**config.mk**
```make
export PLATFORM = sky130hd
export DESIGN_NAME = sdr_cas_pipe
export DESIGN_NICKNAME = d
export VERILOG_FILES = /design/src/rtl/sdram_model_pkg.sv /design/src/rtl/sdr_cas_pipe.sv
export SDC_FILE = /design/constraint.sdc
export NUM_CORES = 1
export LEC_CHECK = 0
export CELL_PAD_IN_SITES_DETAIL_PLACEMENT = 1
export CELL_PAD_IN_SITES_GLOBAL_PLACEMENT = 1
export CORE_ASPECT_RATIO = 2
export CORE_MARGIN = 1
export CORE_UTILIZATION = 39
export DETAILED_ROUTE_END_ITERATION = 6
export HOLD_SLACK_MARGIN = 0.08
export PLACE_DENSITY = 0.83
export SYNTH_ARGS = -nofsm -noshare
export SYNTH_HDL_FRONTEND = slang
export SYNTH_SLANG_ARGS = --single-unit
```
**constraint.sdc**
```tcl
create_clock -name clk_i -period 2.55 [get_ports clk_i]
set_input_delay 0.3825 -clock clk_i [delete_from_list [all_inputs] [get_ports clk_i]]
set_output_delay 0.3825 -clock clk_i [all_outputs]
set_load 0.05 [all_outputs]
```
**src/rtl/sdram_model_pkg.sv**
```systemverilog
// Shared command encoding, mode-register layout and geometry for the SDR SDRAM model.
package sdram_model_pkg;

  localparam int DEF_DW    = 16;
  localparam int DEF_ROW_W = 12;
  localparam int DEF_COL_W = 8;
  localparam int BA_W      = 2;
  localparam int NBANK     = 1 << BA_W;
  localparam int MAX_CL    = 3;

  // Values are the {ras_n, cas_n, we_n} pin encodings
  typedef enum logic [2:0] {
    CMD_MRS   = 3'b000,
    CMD_REF   = 3'b001,
    CMD_PRE   = 3'b010,
    CMD_ACT   = 3'b011,
    CMD_WRITE = 3'b100,
    CMD_READ  = 3'b101,
    CMD_BST   = 3'b110,
    CMD_NOP   = 3'b111
  } cmd_e;

  typedef enum logic [1:0] {
    B_IDLE,
    B_READ,
    B_WRITE
  } burst_e;

  typedef struct packed {
    logic [3:0] bl;         // burst length in beats: 1, 2, 4 or 8
    logic [1:0] cl;         // CAS latency: 2 or 3
    logic       wb_single;  // write bursts forced to a single beat
  } mode_t;

  localparam mode_t MODE_RESET = '{bl: 4'd1, cl: 2'd3, wb_single: 1'b0};

  function automatic logic mrs_valid(input logic [2:0] bl_f, input logic [2:0] cl_f);
    return (bl_f[2] == 1'b0) && ((cl_f == 3'd2) || (cl_f == 3'd3));
  endfunction

endpackage

```
**src/rtl/sdr_cas_pipe.sv**
```systemverilog
// Read-data CAS-latency pipeline with a fixed two-edge DQM output mask.
module sdr_cas_pipe
  import sdram_model_pkg::*;
#(
  parameter int DW = DEF_DW,
  parameter int BW = DW / 8
) (
  input  logic          clk_i,
  input  logic          rst_ni,
  input  logic          en_i,
  input  logic          flush_i,
  input  logic          push_i,
  input  logic [DW-1:0] data_i,
  input  logic [BW-1:0] dqm_i,
  input  logic [1:0]    cl_i,
  output logic [DW-1:0] dq_o,
  output logic          oe_o
);

  logic [MAX_CL-1:0]         valid_q;
  logic [MAX_CL-1:0][DW-1:0] data_q;
  logic [1:0]                mask_q;
  logic                      sel_valid;
  logic [DW-1:0]             sel_data;

  always_ff @(posedge clk_i or negedge rst_ni) begin
    if (!rst_ni) begin
      valid_q <= '0;
      data_q  <= '0;
      mask_q  <= '0;
    end else if (en_i) begin
      mask_q <= {mask_q[0], |dqm_i};
      data_q <= {data_q[MAX_CL-2:0], data_i};
      if (flush_i) begin
        valid_q <= '0;
      end else begin
        valid_q <= {valid_q[MAX_CL-2:0], push_i};
      end
    end
  end

  // Stage k is loaded k edges after the push, so stage CL-1 drives the pins for edge N+CL
  always_comb begin
    sel_valid = (cl_i == 2'd2) ? valid_q[1] : valid_q[2];
    sel_data  = (cl_i == 2'd2) ? data_q[1]  : data_q[2];
    oe_o      = sel_valid && !mask_q[1];
    dq_o      = oe_o ? sel_data : '0;
  end

endmodule

```
After elaboration in Yosys (flattened, before gate mapping)
Index checks and enable logic that the tools add are counted.
Widths: inputs -> output; s select.
- $add $sub $neg: 0
- multiply operators: 0
- div/mod/pow operators: 0
- $lt $le $gt $ge: 0
- equal/unequal tests: 1
- shift operators: 0
- muxes and demuxes: 4
- bitwise operators: 0
- reductions and logical operators: 3
- operator list (operator ; number):
    $mux 16 ; 2
    $mux 3 ; 1
    $eq 2x2->1 const B ; 1
    $reduce_or 2->1 ; 1
    $logic_and 1x1->1 ; 1
    $logic_not 1->1 ; 1
    $mux 1 ; 1
- register bits after elaboration: 53
- latch bits: 0
- bits in writable memories: 0
- memory bits (read-only): 0
- input port bits: 25
- output and inout bits: 17
- word-level logic and storage cells: 13
- memories: 0

Longest topological paths before layout
Gate-level depths: netlist (run 1).
- depth after elaboration: 4
- gate-level depth with buffers: 5

Worst setup path before layout (run 1)
OpenSTA, ideal clock, no wires.
- path kind: input-to-output
- start point: input port cl_i[0]
- end point: output port oe_o
- arrival: 1582 ps
- required time: 2168 ps
- path slack: 586 ps
- cell stages on the path: 5
- buffers on the path: 2
- path through: nand2b_1 buf_4 buf_4 nand2_1 a21oi_1
- word-level cells in the longest chain between the ends: 3
- RTL lines (what ; line ; source):
    from (decl) ; sdr_cas_pipe.sv:15 ; input logic [1:0] cl_i,
    $eq 2x2->1 ; sdr_cas_pipe.sv:44 ; sel_valid = (cl_i == 2'd2) ? valid_q[1] : valid_q[2];
    $mux 1 ; sdr_cas_pipe.sv:44 ;
    $logic_and 1x1->1 ; sdr_cas_pipe.sv:46 ; oe_o = sel_valid && !mask_q[1];
    to (decl) ; sdr_cas_pipe.sv:17 ; output logic oe_o
Every way passes these cells.

Final worst setup path (run 1)
- start point: input port cl_i[1]
- end point: output port dq_o[5]
- word-level cells in the longest chain between the ends: 4
- RTL lines (what ; line ; source):
    $eq 2x2->1 * ; sdr_cas_pipe.sv:44, sdr_cas_pipe.sv:45 ;
    $mux 1 ; sdr_cas_pipe.sv:44 ;
    $logic_and 1x1->1 ; sdr_cas_pipe.sv:46 ;
    $mux 16 * ; sdr_cas_pipe.sv:47 ; dq_o = oe_o ? sel_data : '0;
    to (decl) ; sdr_cas_pipe.sv:16 ; output logic [DW-1:0] dq_o,
Every way passes the cells marked *; elsewhere a longest branch is shown, timed or not.

==> summary.txt, run 1 <==
Floorplanning
  – Die X: around 58 um
  – Die area: between 6000 and 7000 um2
  – I/O pins: 42
  – Die Ht: between 100 and 150 um
  – Initial Utilization: 0.406
  – Row cnt: 40
  – Core box area: 6010 um2

Worst setup path
  – CP Data Required Time: 2170 ps
  – Critical path launch point type: input port
  – Worst setup EP type: primary output
  – Worst Path Max Fanout: 17
  – Setup CP Type: input port to primary output
  – Arr. time, crit path: 1880 ps

Global routing
  – Total gr overflow: 0
  – Largest net degree at the start of global routing: 33
  – Vias in the first global route: approximately 1700
  – Initial antenna violation count: 0
  – All-Layer GR Usage: 0.184
  – Global-route wire length before repair: between 9 and 10 mm

Cells and area
  – Most common cell after layout, fill and taps aside: dfrtp_1
  – Post-Route Utilization: 0.535
  – FILL cells: ~610
  – Sequential cell area: about 1300 um2
  – Most frequent cells in the layout: dfrtp_1 (53), nand3_1 (32), mux2_2 (27), mux2_4 (22), clkdlybuf4s50_1 (22)
  – Share of layout cells above drive strength 1: 0.404
  – Ant diodes: 0
  – Cell area after layout: 3210 um2
  – Fin nets: between 200 and 250
  – Area grow syn2layout: 31.6%
  – Area of the multi-input gates: a little under 1000 um2

Route
  – Post-Route WL: 5.36 mm
  – DRC Markers: 2
  – Drt pass-1 iters: 6
  – Via count: about 1600
  – WL/cell: approximately 19 um
  – 1st-iter DRT viols: 36
  – Via density: between 5 and 6
  – ANT nets after route: 0

STA
  – Post-Route Setup TNS: 0 ps
  – Fmax: 0.443 GHz
  – Period Utilization, post-route: 0.885
  – Final hold slack: between 500 and 600 ps
  – Final setup viols: 0
  – RSZ-0062 raised after global routing: no
  – Final Hold Viols: 0
  – Worst-Margin Slew: 829 ps
  – Fin Clk Skew: slightly above 5 ps
  – Pins over their slew limit: 0
  – Rel. slew slack: 0.447
  – Final min period: approximately 2300 ps

Placed design
  – Post-Place Cell Area: just over 3000 um2
  – GPL Wtd Cong: 0.698
  – Hpwl dp: 3.51 mm
  – PortBufs: 41

Synthesis
  – Synthesis-stage register bit count: 53
  – Mapped Area: around 2400 um2
  – Avg Cell Area, Syn: 13.3 um2
  – Sequential share of the synthesized area: 0.544
  – Ys Warns: 0
  – Synth Net Count: between 200 and 250
  – Synth unique cells: 17
  – Post-Synthesis Cells: approximately 180

Worst hold path
  – Worst Hold Class: input port to flip-flop

Status
  – Failing checks: design-rule violations
  – Status: finished, violations left

Clocking
  – CTS H-tree depth: 2
  – Worst-path clk slew: about 60 ps
  – Cts bufs inserted: 5
  – Clk_lat worst skew: approximately 290 ps
  – Clock tree buffer depth: 2
  – Root cell of the clock tree: clkbuf_16
  – Sink Count: 53
  – TritonCTS clock tree: done

Flow run
  – Max Cap Viol: 0

Pwr
  – Tot Pwr: roughly 2.2 mW
  – Pwr Density: about 670 nW/um2
  – Maximum VDD drop: about 0.00037 V
  – Lkg Pwr: around 1.3 nW
-- power breakdown --
| group | switching, mW | internal (mW) | leakage (nW) | total [mW] |
|---|---|---|---|---|
| clock | 0.299 | 0.491 | 0.0841 | 0.790 |
| sequential | 0.104 | 0.960 | 0.624 | 1.06 |
| combinational | 0.110 | 0.186 | 0.603 | 0.295 |
| total | 0.513 | 1.64 | 1.31 | 2.15 |
-- cells by family (layout without fill, tap and decap cells) --
kind of cell	after synthesis	after routing	synth area share
and+or+nand+nor	41	41	0.0862
buffers and inverters	19	59	0.0533
DFF	53	53	0.544
AOI/OAI and AO/OA	21	21	0.0569
muxes	49	49	0.260
-- timing repair --
action / in CTS / in global routing
resized for setup: 0 / 0
endpoints found under the hold margin: 13 / 0
hold buffers: 1 / 0
setup buffers: 0 / 0
-- state kept, by name, summed over array words and instances (netlist names) --
name and flops:
valid_q 3, data_q 48, mask_q 2
-- synth_stat cells, drive strengths merged --
cell type  number  share of area
dfrtp          53           0.54
mux2           49           0.26
nand3          32          0.066
a21oi          18          0.051
buf            15          0.047
inv             3         0.0046
nand3b          3         0.0092
o21ai           3         0.0062
nand2           2         0.0031
nor2            2         0.0031
clkbuf          1         0.0020
nand2b          1         0.0026
nor2b           1         0.0026
-- worst paths after layout --
kind                       startpoint    endpoint  slack, ps  cells past startpoint
min                              en_i  valid_q[2]        500                      2
max                           cl_i[1]     dq_o[5]        290                      6
max reg2reg                 mask_q[1]   mask_q[1]       1320                      1
min reg2reg                 data_q[3]  data_q[19]        510                      1
max in group asynchronous      rst_ni  data_q[30]       1430                      3
min in group asynchronous      rst_ni  data_q[36]        530                      2
-- routing by layer --
metal | GRT usage | vias up | part of all wire
li1 | - | 720 | -
met1 | 0.238 | 809 | 0.42
met2 | 0.310 | 29 | 0.54
met3 | 0.0272 | 6 | 0.021
met4 | 0.0619 | 0 | 0.018
met5 | 0 | - | 0
-- metrics by stage --
stage                     setup WS [ps]  instances
after floorplan                     586        183
after global placement              367        277
after detailed placement            345        277
after CTS                           293        286
after global routing                215        286
final                               292        286
-- worst max-delay path, cell delays in order --
cell,delay [ps]
clkdlybuf4s50_1,470
nor2b_1,130
buf_4,240
nand3_1,110
a21oi_1,350
buf_12,190
-- cell type report --
cell class | instances | area share
clock buffers | 7 | 0.0444
clock inverters | 1 | 0.00935
inverters | 3 | 0.00351
multi-input cells | 111 | 0.306
flip-flops and latches | 53 | 0.413
well taps | 63 | 0.0246
repair buffers | 48 | 0.199
(Power assumes the default switching activity.)
==> run 2, diff against run 1 <==
--- a/config.mk
+++ b/config.mk
@@ -13,6 +13,8 @@
 export DETAILED_ROUTE_END_ITERATION = 6
 export HOLD_SLACK_MARGIN = 0.08
 export PLACE_DENSITY = 0.83
+export SKIP_LAST_GASP = 1
+export SLEW_MARGIN = 15
 export SYNTH_ARGS = -nofsm -noshare
 export SYNTH_HDL_FRONTEND = slang
 export SYNTH_SLANG_ARGS = --single-unit
==> results of run 2 <==
Same layout as run 1: the final DEF is identical, and so are final timing and power.
